**src/rtl/gene_matcher_stream.sv**
```systemverilog
// Streaming DNA motif matcher: slides a PAT_LEN-base window over a valid/ready
// base stream and compares it against NUM_PAT patterns with a Hamming tolerance.
module gene_matcher_stream #(
    parameter int PAT_LEN = 8,
    parameter int NUM_PAT = 2,
    parameter int MM_W    = 3,
    parameter int POS_W   = 16,
    parameter int CNT_W   = 12,
    localparam int PW     = (NUM_PAT > 1) ? $clog2(NUM_PAT) : 1,
    localparam int IW     = $clog2(PAT_LEN)
) (
    input  logic                     clk,
    input  logic                     rst,
    input  logic                     cfg_we,
    input  logic [PW-1:0]            cfg_pat,
    input  logic [IW-1:0]            cfg_idx,
    input  logic [1:0]               cfg_base,
    input  logic [MM_W-1:0]          mm_thresh,
    input  logic                     start,
    input  logic                     stop,
    input  logic                     clr_cnt,
    input  logic                     in_valid,
    input  logic [1:0]               in_base,
    output logic                     in_ready,
    output logic                     busy,
    output logic                     match_valid,
    output logic [NUM_PAT-1:0]       match_mask,
    output logic [POS_W-1:0]         match_pos,
    output logic [NUM_PAT*CNT_W-1:0] hit_count
);

    typedef enum logic [1:0] {S_IDLE, S_FILL, S_SCAN} state_e;

    localparam logic [POS_W-1:0] POS_MAX = '1;
    localparam logic [CNT_W-1:0] CNT_MAX = '1;
    localparam logic [IW-1:0]    FILL_LAST = IW'(PAT_LEN - 1);

    state_e                              state_q;
    logic [PAT_LEN-1:0][1:0]             win_q, win_d;
    logic [NUM_PAT-1:0][PAT_LEN-1:0][1:0] pat_q;
    logic [IW-1:0]                       fill_q;
    logic [POS_W-1:0]                    pos_q;
    logic [NUM_PAT-1:0][CNT_W-1:0]       cnt_q;
    logic                                match_valid_q;
    logic [NUM_PAT-1:0]                  match_mask_q;
    logic [POS_W-1:0]                    match_pos_q;

    logic                                accept, cmp;
    logic [NUM_PAT-1:0]                  hit;
    logic [NUM_PAT-1:0][IW:0]            mm;

    assign busy     = (state_q != S_IDLE);
    assign in_ready = busy && !stop;
    assign accept   = in_valid && in_ready;
    assign cmp      = accept && ((state_q == S_SCAN) ||
                                 ((state_q == S_FILL) && (fill_q == FILL_LAST)));

    // Index 0 is the oldest base; the newly accepted base lands at the top.
    assign win_d = {in_base, win_q[PAT_LEN-1:1]};

    always_comb begin
        mm  = '0;
        hit = '0;
        for (int p = 0; p < NUM_PAT; p++) begin
            for (int i = 0; i < PAT_LEN; i++) begin
                if (win_d[i] != pat_q[p][i]) mm[p] = mm[p] + (IW+1)'(1);
            end
            hit[p] = (32'(mm[p]) <= 32'(mm_thresh));
        end
    end

    always_ff @(posedge clk or posedge rst) begin
        if (rst) begin
            state_q       <= S_IDLE;
            win_q         <= '0;
            pat_q         <= '0;
            fill_q        <= '0;
            pos_q         <= '0;
            cnt_q         <= '0;
            match_valid_q <= 1'b0;
            match_mask_q  <= '0;
            match_pos_q   <= '0;
        end else begin
            match_valid_q <= 1'b0;
            case (state_q)
                S_IDLE: begin
                    if (start) begin
                        state_q <= S_FILL;
                        fill_q  <= '0;
                        pos_q   <= '0;
                        win_q   <= '0;
                    end
                end
                S_FILL, S_SCAN: begin
                    if (stop) begin
                        state_q <= S_IDLE;
                    end else if (accept) begin
                        win_q <= win_d;
                        if (pos_q != POS_MAX) pos_q <= pos_q + POS_W'(1);
                        if (state_q == S_FILL) begin
                            if (fill_q == FILL_LAST) state_q <= S_SCAN;
                            else fill_q <= fill_q + IW'(1);
                        end
                    end
                end
                default: state_q <= S_IDLE;
            endcase

            if (cmp && (|hit)) begin
                match_valid_q <= 1'b1;
                match_mask_q  <= hit;
                // A saturated position no longer identifies a window start.
                match_pos_q   <= (pos_q == POS_MAX) ? POS_MAX
                                                    : pos_q - POS_W'(PAT_LEN - 1);
            end

            for (int p = 0; p < NUM_PAT; p++) begin
                for (int i = 0; i < PAT_LEN; i++) begin
                    if (cfg_we && (state_q == S_IDLE) &&
                        (cfg_pat == PW'(p)) && (cfg_idx == IW'(i)))
                        pat_q[p][i] <= cfg_base;
                end
                if (clr_cnt) cnt_q[p] <= '0;
                else if (cmp && hit[p] && (cnt_q[p] != CNT_MAX))
                    cnt_q[p] <= cnt_q[p] + CNT_W'(1);
            end
        end
    end

    assign match_valid = match_valid_q;
    assign match_mask  = match_mask_q;
    assign match_pos   = match_pos_q;
    assign hit_count   = cnt_q;

endmodule

```
**config.mk**
```make
export PLATFORM = sky130hd
export DESIGN_NAME = gene_matcher_stream
export DESIGN_NICKNAME = d
export VERILOG_FILES = /design/src/rtl/gene_matcher_stream.sv
export SDC_FILE = /design/constraint.sdc
export NUM_CORES = 1
export LEC_CHECK = 0
export CAP_MARGIN = 20
export CORE_MARGIN = 3
export CORE_UTILIZATION = 36
export DETAILED_ROUTE_END_ITERATION = 6
export SYNTH_ARGS = -nofsm -noshare
export SYNTH_HDL_FRONTEND = slang
export SYNTH_SLANG_ARGS = --single-unit
export TNS_END_PERCENT = 30
```
**constraint.sdc**
```tcl
create_clock -name clk -period 17.8 [get_ports clk]
set_input_delay 1.78 -clock clk [delete_from_list [all_inputs] [get_ports clk]]
set_output_delay 1.78 -clock clk [all_outputs]
set_load 0.005 [all_outputs]
```
---- Word level (Yosys, flattened, before mapping) ----
Cells that the tools add are included.
operators by class
  mux-type cells .......................... 42
  eq/ne operators ......................... 39
  bitwise gates (word level) .............. 1
  reduce and logical (&&, ||, !) cells .... 42
  $lt $le $gt $ge ......................... 2
  add/sub/neg operators ................... 19
operators with widths
  cell                                                 count
  two-way mux 16 bit                                   7
  one-hot mux 16 bit (2 select lines)                  2
  adder 4 x 1 -> 4 bit (second input constant)         14
  two-way mux 4 bit                                    14
  two-way mux 12 bit                                   4
  != test 2 bit                                        16
  logical AND 1 bit                                    28
  adder 12 x 1 -> 12 bit (second input constant)       2
  != test 12 bit (second input constant)               2
  adder 16 x 1 -> 16 bit (second input constant)       1
  == test 16 bit (second input constant)               1
  != test 16 bit (second input constant)               1
  subtractor 16 x 3 -> 16 bit (second input constant)  1
  == test 3 bit (second input constant)                5
  two-way mux 3 bit                                    5
  != test 2 bit (second input constant)                6
  two-way mux 2 bit                                    5
  != test 3 bit (second input constant)                3
  <= comparator 4 x 3 -> 1 bit                         2
  AND reduction 4 bit                                  2
  nonzero test 2 bit                                   4
  == test 3 x 2 -> 1 bit (second input constant)       2
  one-hot mux 3 bit (2 select lines)                   1
  AND reduction 6 bit                                  1
  13 further kinds                                     16
word-level totals
  input port bits ......................... 18
  output and inout bits ................... 45
  word-level logic and storage cells ...... 176
  flip-flop bits (word level) ............. 110

---- Logic depth before layout (Yosys ltp) ----
Gate-level depths: netlist of the first run.
  depth in word-level cells ............... 21
  depth in mapped cells ................... 29
  mapped depth without buffers ............ 27

---- Worst setup path before layout of the first run ----
OpenSTA, ideal clock, no wires.
  path type ............................... reg-to-reg
  start point ............................. reg win_q (netlist bit win_d[2])
  end point ............................... reg cnt_q (netlist bit hit_count[4])
  setup slack ............................. 11.870 ns
  period minus slack after synthesis ...... 5.930 ns
  arrival time ............................ 5.806 ns
  path buffers ............................ 2
  stages on the path, launching flop included .. 27
  data required time ...................... 17.675 ns
  setup time .............................. 0.125 ns
  cells stage by stage .................... dfrtp_1 xnor2_1 nand2_1 ha_1 or3_4 and2_2 ha_1 nor2_1 a21oi_1 ha_1 o21ai_0 o221ai_1 ha_1 mux2_2 ha_1 mux2_2 ha_1 mux2_2 ha_1 a21o_1 a21oi_1 a31oi_1 or3_1 buf_6 clkbuf_8 nor3_1 mux2_2
between the ends
  word-level cells in the longest chain between the ends .. 18
RTL lines
  what                              line  RTL
  start: declaration                39    logic [PAT_LEN-1:0][1:0] win_q, win_d;
  start signal: assignment          98    win_q <= win_d;
  != test 2 bit *                   66    if (win_d[i] != pat_q[p][i]) mm[p] = mm[p] + (IW+1)'(1);
  two-way mux 4 bit *               66
  adder 4 x 1 -> 4 bit              66
  two-way mux 4 bit *               66
  adder 4 x 1 -> 4 bit              66
  two-way mux 4 bit *               66
  adder 4 x 1 -> 4 bit              66
  two-way mux 4 bit *               66
  adder 4 x 1 -> 4 bit              66
  two-way mux 4 bit *               66
  adder 4 x 1 -> 4 bit              66
  two-way mux 4 bit *               66
  adder 4 x 1 -> 4 bit              66
  two-way mux 4 bit *               66
  <= comparator 4 x 3 -> 1 bit *    68    hit[p] = (32'(mm[p]) <= 32'(mm_thresh));
  logical AND 1 bit * (2 in a row)  124   else if (cmp && hit[p] && (cnt_q[p] != CNT_MAX))
  nonzero test 2 bit (no line) *    --
  end signal: indexed assignment    125   cnt_q[p] <= cnt_q[p] + CNT_W'(1);
  end: declaration                  43    logic [NUM_PAT-1:0][CNT_W-1:0] cnt_q;
Mark *: on every way between the ends. The rest lies on a longest branch, timed or not.
A chain may end at the register's enable or synchronous reset.

---- Final worst setup path of the first run ----
  start point ............................. reg win_q (netlist bit win_d[0])
  end point ............................... reg cnt_q (netlist bit hit_count[17])
between the ends
  word-level cells in the longest chain between the ends .. 20
RTL lines
  what                              line
  != test 2 bit *                   66
  two-way mux 1 bit *               66
  adder 4 x 1 -> 4 bit              66
  two-way mux 4 bit *               66
  adder 4 x 1 -> 4 bit              66
  two-way mux 4 bit *               66
  adder 4 x 1 -> 4 bit              66
  two-way mux 4 bit *               66
  [3 not listed]                    --
  two-way mux 4 bit *               66
  adder 4 x 1 -> 4 bit              66
  two-way mux 4 bit *               66
  adder 4 x 1 -> 4 bit              66
  two-way mux 4 bit *               66
  <= comparator 4 x 3 -> 1 bit *    68
  logical AND 1 bit * (2 in a row)  124
  nonzero test 2 bit (no line) *    --
Marked as above.

==> out/qor.csv, run 1 <==
stage;metric;value;unit
outcome;outcome;complete, no violations;
worst_setup_path;worst setup path endpoint;hit_count[17]$_DFFE_PP0P_;
place;IO Port Bufs;62;
routing;vias per std cell;5.18;
place;Detailed Place HPWL;10300;um
synth;cells after synthesis;691;
synth;Post-synth top flop;dfrtp_1;
sta;minimum clock period;6390;ps
worst_hold_path;worst hold-check path type;flip-flop to flip-flop;
global_routing;grt met1 use;0.196;
clock_tree;Sink Count;110;
floorplanning;height of the die;143;um
sta;worst slew pin tran;931;ps
synth;most numerous cell in the Yosys netlist;dfrtp_1;
sta;Slew HR;0.373;
floorplanning;Die W;143;um
synth;area share of the largest cell type after synthesis;0.407;
floorplanning;Core Area;18200;um^2
global_routing;met2 GRT Util;0.230;
synth;count of unique library cells instantiated by Yosys;60;
global_routing;GRT Max-Usage Layer;met2;
run;max-cap violations;0;
routing;total number of vias;5027;
global_routing;largest net degree at the start of global routing;66;
finish;Layout area overhead;15.2;%
finish;nets@finish;787;
global_routing;GR met3 Demand/Resource;0.0265;
clock_tree;clk_lat worst skew;350;ps
worst_setup_path;depth of the worst register-to-register path;25;
global_routing;vias in the first global route;4738;
routing;Pre-antenna DRT Iters;5;
worst_setup_path;CP Data Required Time;18070;ps
worst_setup_path;CP arrival;6660;ps
routing;Initial DRC Count;251;
finish;# fillers;1771;
clock_tree;H-tree lvl count;3;
synth;Synth top cells by count;dfrtp_1, mux2_2, nand2_1;
clock_tree;clk slew on worst S/H paths;70;ps
pwr;Pwr Density;231;nW/um^2
clock_tree;clock tree from TritonCTS;done;
worst_setup_path;type of the worst setup path;flip-flop to flip-flop;
finish;post-route cell area;7790;um^2
worst_setup_path;worst reg2reg endpoint;hit_count[17]$_DFFE_PP0P_;
worst_setup_path;Crit Reg-Reg Startpoint;win_d[0]$_DFFE_PP0P_;
synth;largest area contributor in the netlist;dfrtp_1;
pwr;Power Total;1.80;mW
finish;layout cell share with drive strength beyond 1;0.127;
place;Placed Area;7540;um^2
clock_tree;CTS Buf Count;9;
sta;Slew Limit Fails;0;
synth;#FFs+latches synth;110;
sta;Fin Setup TNS;0;ps
clock_tree;setup bufs post-CTS;0;
pwr;Peak VDD IR;180;uV
sta;RSZ-0062 raised after global routing;no;
floorplanning;DIE AREA;20500;um^2
routing;Remaining DRCs;0;
worst_setup_path;crit path launch type;flip-flop;
synth;number of synthesized flops with an enable pin;0;
synth;post-synthesis cell area;6760;um^2
synth;Async SR Flop Fraction;1.00;
routing;Routed Antenna Nets;0;
finish;Antenna diodes;0;
global_routing;global-route wire length before repair;23700;um
global_routing;Total GRT Usage;0.142;
sta;Final Cycle Share;0.359;
floorplanning;Top-Level Pins;63;
clock_tree;Clock Tree Root;clkbuf_16;
routing;WL per Instance;14.6;um
clock_tree;# hold bufs at CTS;0;
worst_setup_path;reg-to-reg slack, setup;11410;ps
global_routing;initial antenna violation count;0;
worst_setup_path;element type at the critical path end;flip-flop;
pwr;leakage power;3.33;nW
sta;Final setup viols;0;
clock_tree;CTS Buffer Depth;2;
sta;Post-Route Skew;6.97;ps
synth;Post-Synthesis Mean Instance Area;9.79;um^2
synth;Synth Net Count;738;
synth;top post-synthesis cells by area;dfrtp_1, mux2_2, ha_1;
clock_tree;post_cts resized;0;
worst_setup_path;max incr delay on CP;520;ps
worst_setup_path;CP Max Fanout;18;
synth;sequential cell area fraction in the yosys report;0.407;
sta;final hold viol count;0;
floorplanning;std cell rows;49;
synth;YS warnings;0;
global_routing;GR Overflow Total;0;
floorplanning;Starting Density;0.371;
place;routability cong.;0.812;
worst_setup_path;CP Launch Point;win_d[0]$_DFFE_PP0P_;
worst_setup_path;Max stage delay cell, worst path;or4_1;
sta;Fmax achieved;0.156;GHz
worst_setup_path;Most common cell on crit path;ha_1;
routing;drt total wl;14200;um
## cell type report
class / count / area [um^2] / share of cell area
Tap cell: 229 / 287 / 0.0368
Clock inverter: 2 / 13.8 / 0.00177
Multi-Input combinational cell: 532 / 3770 / 0.485
Inverter: 21 / 81.3 / 0.0104
Sequential cell: 110 / 2750 / 0.353
Clock buffer: 10 / 229 / 0.0294
Timing Repair Buffer: 66 / 651 / 0.0835
## power breakdown
group | internal [mW] | switching, mW | total (mW)
Sequential | 0.317 | 0.0497 | 0.367
Combinational | 0.608 | 0.646 | 1.25
Clock | 0.0920 | 0.0875 | 0.179
## kinds of logic after synthesis
logic type / Yosys count / share of synthesized area
flops: 110 / 0.407
xor+xnor: 81 / 0.106
compound gates: 97 / 0.0931
simple gates: 256 / 0.191
buf+inv: 49 / 0.0350
fa+ha+maj: 29 / 0.0537
mux: 69 / 0.114
## worst max-delay path: cells and delay by family (launching register included)
| family | cells | cell delay (ps) |
|---|---|---|
| xor+xnor | 2 | 580 |
| compound gates | 5 | 750 |
| simple gates | 8 | 1680 |
| mux | 3 | 850 |
| fa+ha+maj | 7 | 2050 |
| flops | 1 | 410 |
## metrics by stage
step	worst slack [ps]	hold slack (ps)	util	std cells
6_report	11410	495	0.428	970
4_1_cts	11340	505	0.428	970
5_1_grt	10820	522	0.428	970
2_1_floorplan	11870	454	-	691
3_5_place_dp	11340	490	0.414	958
3_3_place_gp	11430	472	0.414	958
## how the worst min path moves through the flow
| stage | start | to | depth (start not counted) |
|---|---|---|---|
| 4_1_cts | fill_q[2]$_DFFE_PP0P_ | fill_q[2]$_DFFE_PP0P_ | 2 |
| 6_report | fill_q[2]$_DFFE_PP0P_ | fill_q[2]$_DFFE_PP0P_ | 2 |
| 3_3_place_gp | fill_q[1]$_DFFE_PP0P_ | fill_q[1]$_DFFE_PP0P_ | 2 |
| 5_1_grt | fill_q[1]$_DFFE_PP0P_ | fill_q[1]$_DFFE_PP0P_ | 2 |
| 2_1_floorplan | fill_q[1]$_DFFE_PP0P_ | fill_q[1]$_DFFE_PP0P_ | 2 |
| 3_5_place_dp | fill_q[2]$_DFFE_PP0P_ | fill_q[2]$_DFFE_PP0P_ | 2 |
## metal layers
layer  up-vias  part of all wire
li1       2522                 -
met1      2432              0.49
met2        64              0.48
met3         9             0.024
met4         0            0.0093
met5         -                 0
## cells in the final DEF (no fill, tap or decap), drive strengths merged, types with 3 or more instances in the layout
cell / n
dfrtp: 110
mux2i: 6
o21ai: 25
and2: 3
nor2: 61
o211ai: 3
inv: 21
nand4: 11
or4: 10
nor2b: 10
nor3b: 3
a21oi: 26
and3: 8
clkdlybuf4s50: 62
o31ai: 8
a211o: 3
clkbuf: 10
mux2: 63
nor3: 17
a31oi: 4
a22o: 16
buf: 4
nand2: 64
or3: 14
nor4: 9
nand3: 19
xor2: 41
ha: 29
xnor2: 40
or2: 5
nand2b: 15
## registers in the layout, indices dropped and copies added, names as in the netlist
| name | count |
|---|---|
| state_q | 2 |
| match_pos | 16 |
| pos_q | 16 |
| match_valid | 1 |
| fill_q | 3 |
| win_d | 14 |
| match_mask | 2 |
| hit_count | 24 |
| pat_q | 32 |
(Power assumes the default switching activity.)
==> inputs of run 2 (changes only) <==
==> constraint.sdc (replaced) <==
create_clock -name clk -period 5.1 [get_ports clk]
set_input_delay 0.51 -clock clk [delete_from_list [all_inputs] [get_ports clk]]
set_output_delay 0.51 -clock clk [all_outputs]
set_load 0.005 [all_outputs]
==> run 2 against run 1 <==
  * The flow now finishes with violations (setup timing)
  * Non-clock buffer count is 60 higher
  * Critical path depth rose by 4
  * Sequential share of layout area shrank 4.1 points
  * Global-route usage is 2.1 points higher
  * Count of clock-buffer cells in the layout is the same
  * First-iteration DRC count fell by 14%
  * Clock skew increased by 3.1 ps
  * Critical path type unchanged
==> out/qor.csv, run 2 (same netlist as run 1, synthesis figures left out) <==
stage;metric;value;unit;change
floorplanning;Core Area;18200;um^2;unchanged
clock_tree;Sink Count;110;;unchanged
floorplanning;Die W;143;um;unchanged
sta;minimum clock period;5750;ps;-644 ps
routing;Routed Antenna Nets;0;;unchanged
finish;most common cell after layout, fill and taps aside;dfrtp_1;;
finish;max reg flops;32;;unchanged
routing;Remaining DRCs;0;;unchanged
place;IO Port Bufs;62;;unchanged
sta;Slew HR;0.407;;+0.0340
routing;Pre-antenna DRT Iters;5;;unchanged
sta;worst slew pin tran;880;ps;-50.5 ps
sta;Post-Route Skew;10.0;ps;+3.06 ps
routing;vias per std cell;5.28;;+1.9%
outcome;failing checks;setup timing;;
clock_tree;CTS Buf Count;9;;unchanged
place;Detailed Place HPWL;11500;um;+11%
run;max-cap violations;0;;unchanged
global_routing;largest net degree at the start of global routing;81;;+23%
finish;Layout area overhead;30.1;%;
global_routing;initial antenna violation count;0;;unchanged
worst_setup_path;CP arrival;6040;ps;-620 ps
routing;total number of vias;5465;;+8.7%
finish;most frequent cells in the layout;dfrtp_1, clkdlybuf4s50_1, nand2_1, nor2_1, buf_4;;
floorplanning;std cell rows;49;;unchanged
outcome;outcome;complete, but fails checks;;
clock_tree;Clock Tree Root;clkbuf_16;;
floorplanning;DIE AREA;20500;um^2;unchanged
clock_tree;H-tree lvl count;3;;unchanged
global_routing;vias in the first global route;5614;;+18%
finish;Antenna diodes;0;;unchanged
sta;Fmax achieved;0.174;GHz;+11%
worst_hold_path;worst hold-check path type;flip-flop to flip-flop;;
worst_setup_path;Max stage delay cell, worst path;or4_1;;
worst_setup_path;Most common cell on crit path;ha_4;;
routing;WL per Instance;15.6;um;+7.2%
worst_setup_path;crit path launch type;flip-flop;;
floorplanning;Top-Level Pins;63;;unchanged
routing;Initial DRC Count;216;;-14%
finish;nets@finish;848;;+7.8%
sta;Final setup viols;43;;+43
global_routing;global-route wire length before repair;27300;um;+15%
sta;Final Cycle Share;1.13;;+0.768
worst_setup_path;CP Data Required Time;5390;ps;-12,680 ps
place;routability cong.;0.929;;+14%
global_routing;Total GRT Usage;0.163;;+0.0209
sta;final hold viol count;0;;unchanged
clock_tree;clock tree from TritonCTS;done;;
worst_setup_path;CP Max Fanout;8;;-10
clock_tree;clk slew on worst S/H paths;70;ps;about the same
place;Inst Count DP;1004;;+4.8%
floorplanning;Starting Density;0.371;;unchanged
finish;Largest Register;pat_q;;
routing;drt total wl;16200;um;+14%
worst_setup_path;max incr delay on CP;460;ps;-60 ps
sta;final worst setup slack;-650;ps;-12,060 ps
worst_setup_path;element type at the critical path end;flip-flop;;
finish;layout cell share with drive strength beyond 1;0.252;;+0.125
sta;Slew Limit Fails;0;;unchanged
global_routing;GR Overflow Total;0;;unchanged
sta;RSZ-0062 raised after global routing;yes;;
clock_tree;clk_lat worst skew;360;ps;about the same
clock_tree;# hold bufs at CTS;0;;unchanged
finish;Cell Count, Final, Fillers Out;1035;;+6.7%
worst_setup_path;type of the worst setup path;flip-flop to flip-flop;;
clock_tree;CTS Buffer Depth;2;;unchanged
floorplanning;height of the die;143;um;unchanged
## run 2: through the flow
step                      utilization  area [um^2]  setup TNS, ps  hold slack (ps)  setup slack (ps)
after global routing            0.483         8800         -32520              525              -890
after detailed placement        0.442         8050         -27720              463              -783
after CTS                       0.476         8670         -19800              490              -603
after floorplan                     -         6900         -17080              454              -527
after global placement          0.442         8050         -23100              459              -628
final                           0.483         8800         -21530              487              -650
## run 2: final timing paths
kind / start / endpoint / slack (ps) / depth (start not counted)
setup / recovery: win_d[2]$_DFFE_PP0P_ / hit_count[0]$_DFFE_PP0P_ / -650 / 29
hold / removal: match_mask[1]$_DFFE_PP0P_ / match_mask[1]$_DFFE_PP0P_ / 490 / 2
setup reg to reg: win_d[2]$_DFFE_PP0P_ / hit_count[0]$_DFFE_PP0P_ / -650 / 29
hold reg to reg: match_mask[1]$_DFFE_PP0P_ / match_mask[1]$_DFFE_PP0P_ / 490 / 2
max in group asynchronous: rst / pat_q[10]$_DFFE_PP0P_ / 3750 / 3
min in group asynchronous: rst / match_mask[1]$_DFFE_PP0P_ / 540 / 2
## run 2: final cells by class
type | count | area [um^2]
Fill cell | 1632 | 9410
Multi-Input combinational cell | 533 | 4200
Sequential cell | 110 | 2750
Timing Repair Buffer | 126 | 1160
Tap cell | 229 | 287
Clock buffer | 10 | 229
Clock inverter | 6 | 92.6
Inverter | 21 | 81.3
## run 2: what timing repair did
| item | 4_1_cts | 5_1_grt |
|---|---|---|
| endpoints found under the setup margin | 43 | 43 |
| pin swaps | 32 | 12 |
| cloned | 1 | 0 |
| endpoints found under the hold margin | 0 | 0 |
| buffers inserted | 10 | 3 |
| gates resized for setup | 46 | 18 |
## run 2: routing by layer
layer	up-vias	share of wire	track usage	routed length, um
met5	-	0	0	0
met1	2680	0.43	0.205	6930
met3	29	0.038	0.0322	618
met4	0	0.020	0.0565	321
li1	2648	-	-	-
met2	108	0.51	0.280	8320
## run 2: critical path, delay by kind of cell (launching register included)
kind | cells | cell delay [ps]
and+or+nand+nor | 4 | 1000
muxes | 3 | 860
DFF | 1 | 400
xor gates and xnor gates | 1 | 180
AOI/OAI and AO/OA | 9 | 1010
buffers and inverters | 5 | 620
adders and majority gates | 7 | 1630
Power of run 2 is not shown: default switching activity piles up to over one toggle a cycle in this logic, so the estimate is an artifact.
==> inputs of run 3 (changes only) <==
--- a/config.mk
+++ b/config.mk
@@ -6,9 +6,13 @@
 export NUM_CORES = 1
 export LEC_CHECK = 0
 export CAP_MARGIN = 20
+export CELL_PAD_IN_SITES_DETAIL_PLACEMENT = 0
+export CELL_PAD_IN_SITES_GLOBAL_PLACEMENT = 1
 export CORE_MARGIN = 3
 export CORE_UTILIZATION = 36
+export CTS_BUF_LIST = sky130_fd_sc_hd__clkbuf_4
 export DETAILED_ROUTE_END_ITERATION = 6
+export PLACE_DENSITY_LB_ADDON = 0.1
 export SYNTH_ARGS = -nofsm -noshare
 export SYNTH_HDL_FRONTEND = slang
 export SYNTH_SLANG_ARGS = --single-unit
==> run 3 against run 2 <==
  * The run still ends with setup timing left
  * Die area unchanged
  * Global-route usage up 0.23 points
  * Maximum frequency up 1.4%
  * Count of clock-buffer cells in the layout unchanged
  * Register-to-register slack better by 80 ps
  * Setup slack better by 77 ps
  * Cell count up 0.39%
  * Critical path depth down 3
  * Flip-flop and latch count unchanged
  * Via count down 0.55%
  * Critical path type unchanged
==> out/qor.csv, run 3 (same netlist as run 1, synthesis figures left out) <==
stage;metric;value;unit;change
outcome;outcome;complete, but fails checks;;
outcome;failing checks;setup timing;;
sta;Post-Route Skew;21.9;ps;+11.8 ps
worst_setup_path;Most common cell on crit path;ha_4;;
clock_tree;clk slew on worst S/H paths;180;ps;+110 ps
worst_setup_path;Max stage delay cell, worst path;or4_4;;
sta;RSZ-0062 raised after global routing;yes;;
routing;WL per Instance;16.0;um;+2.3%
clock_tree;CTS Buf Count;9;;unchanged
clock_tree;clock tree from TritonCTS;done;;
global_routing;GR Overflow Total;0;;unchanged
routing;vias per std cell;5.23;;-0.93%
worst_setup_path;type of the worst setup path;flip-flop to flip-flop;;
finish;Layout area overhead;28.8;%;
finish;most frequent cells in the layout;dfrtp_1, clkdlybuf4s50_1, nor2_1, nand2_1, buf_4;;
floorplanning;Die W;143;um;unchanged
place;Detailed Place HPWL;11900;um;+3.1%
worst_setup_path;max incr delay on CP;470;ps;about the same
run;max-cap violations;0;;unchanged
finish;Cell Count, Final, Fillers Out;1039;;+0.39%
routing;Initial DRC Count;209;;-3.2%
sta;Final Cycle Share;1.11;;-0.0152
floorplanning;std cell rows;49;;unchanged
worst_setup_path;WP buf/inv;2;;-3
clock_tree;clk_lat worst skew;480;ps;+120 ps
finish;Antenna diodes;0;;unchanged
sta;Final setup viols;43;;unchanged
finish;layout cell share with drive strength beyond 1;0.263;;+0.0111
worst_setup_path;Crit Reg-Reg Startpoint;pat_q[0]$_DFFE_PP0P_;;
sta;Slew HR;0.427;;+0.0202
clock_tree;Clock Tree Root;clkbuf_4;;
global_routing;Total GRT Usage;0.166;;+0.00228
place;Inst Count DP;1005;;+0.10%
worst_setup_path;crit path launch type;flip-flop;;
floorplanning;DIE AREA;20500;um^2;unchanged
global_routing;vias in the first global route;5601;;-0.23%
worst_setup_path;element type at the critical path end;flip-flop;;
worst_setup_path;reg-to-reg slack, setup;-570;ps;+80 ps
place;routability cong.;0.787;;-15%
worst_hold_path;worst hold-check path type;primary input to asynchronous set/reset pin;;
worst_setup_path;CP arrival;6100;ps;+60 ps
sta;Slew Limit Fails;0;;unchanged
floorplanning;height of the die;143;um;unchanged
sta;Fmax achieved;0.176;GHz;+1.4%
clock_tree;Sink Count;110;;unchanged
routing;total number of vias;5435;;-0.55%
routing;Remaining DRCs;0;;unchanged
worst_setup_path;CP Max Fanout;6;;-2
finish;nets@finish;852;;+0.47%
clock_tree;H-tree lvl count;3;;unchanged
global_routing;largest net degree at the start of global routing;78;;-3.7%
worst_setup_path;worst reg2reg endpoint;hit_count[0]$_DFFE_PP0P_;;
sta;worst slew pin tran;850;ps;-30.0 ps
floorplanning;Top-Level Pins;63;;unchanged
sta;minimum clock period;5670;ps;-77.3 ps
worst_setup_path;Worst path top cell family by delay;adder cells;;
floorplanning;Core Area;18200;um^2;unchanged
routing;Routed Antenna Nets;0;;unchanged
finish;max reg flops;32;;unchanged
finish;most common cell after layout, fill and taps aside;dfrtp_1;;
floorplanning;Starting Density;0.371;;unchanged
worst_setup_path;depth of the worst register-to-register path;26;;-10%
clock_tree;CTS Buffer Depth;2;;unchanged
place;IO Port Bufs;62;;unchanged
routing;Pre-antenna DRT Iters;4;;-1
sta;final hold viol count;0;;unchanged
routing;drt total wl;16600;um;+2.7%
sta;final worst setup slack;-572;ps;+77.3 ps
global_routing;initial antenna violation count;0;;unchanged
worst_setup_path;CP Data Required Time;5520;ps;+130 ps
finish;Largest Register;pat_q;;
global_routing;global-route wire length before repair;27600;um;+1.2%
==> run 3: final cells by class <==
type                    instances  area [um^2]
well taps                     229          287
inverters                      21         81.3
repair buffers                131         1260
clock buffers                  10         75.1
clock inverters                 6         55.1
multi-input cells             532         4210
fillers                      1690         9500
flip-flops and latches        110         2750
==> run 3: how the worst max path moves through the flow <==
stage | start | end | slack [ps] | cells after the start
6_report | pat_q[0]$_DFFE_PP0P_ | hit_count[0]$_DFFE_PP0P_ | -570 | 26
5_1_grt | pat_q[0]$_DFFE_PP0P_ | hit_count[2]$_DFFE_PP0P_ | -750 | 26
4_1_cts | win_d[0]$_DFFE_PP0P_ | hit_count[5]$_DFFE_PP0P_ | -620 | 25
3_5_place_dp | win_d[0]$_DFFE_PP0P_ | hit_count[5]$_DFFE_PP0P_ | -840 | 26
3_3_place_gp | win_d[1]$_DFFE_PP0P_ | hit_count[8]$_DFFE_PP0P_ | -690 | 25
2_1_floorplan | win_d[3]$_DFFE_PP0P_ | hit_count[2]$_DFFE_PP0P_ | -530 | 26
==> run 3: per-stage QoR <==
stage               TNS [ps]  hold slack (ps)  cell area (um^2)  setup slack [ps]   util
finish                -18530              324              8710              -572  0.478
global route          -26790              293              8710              -754  0.478
CTS                   -20630              528              8460              -619  0.465
detailed placement    -29690              487              8060              -845  0.443
global placement      -24740              468              8050              -687  0.442
floorplan             -17080              454              6900              -527      -
==> run 3: what timing repair did <==
item                       in CTS  in global routing
gates cloned                    2                  2
gates resized for setup        37                 31
pin swaps                      35                 17
setup endpoints to repair      43                 43
setup buffers                   9                  4
hold buffers                    0                  0
==> run 3: routing by layer <==
| layer | part of all wire | GRT usage | vias to the layer above |
|---|---|---|---|
| met5 | 0 | 0 | - |
| met4 | 0.013 | 0.0525 | 0 |
| met3 | 0.020 | 0.0231 | 17 |
| met2 | 0.49 | 0.281 | 51 |
| met1 | 0.47 | 0.219 | 2708 |
| li1 | - | - | 2659 |
Power of run 3 is left out for the same reason.
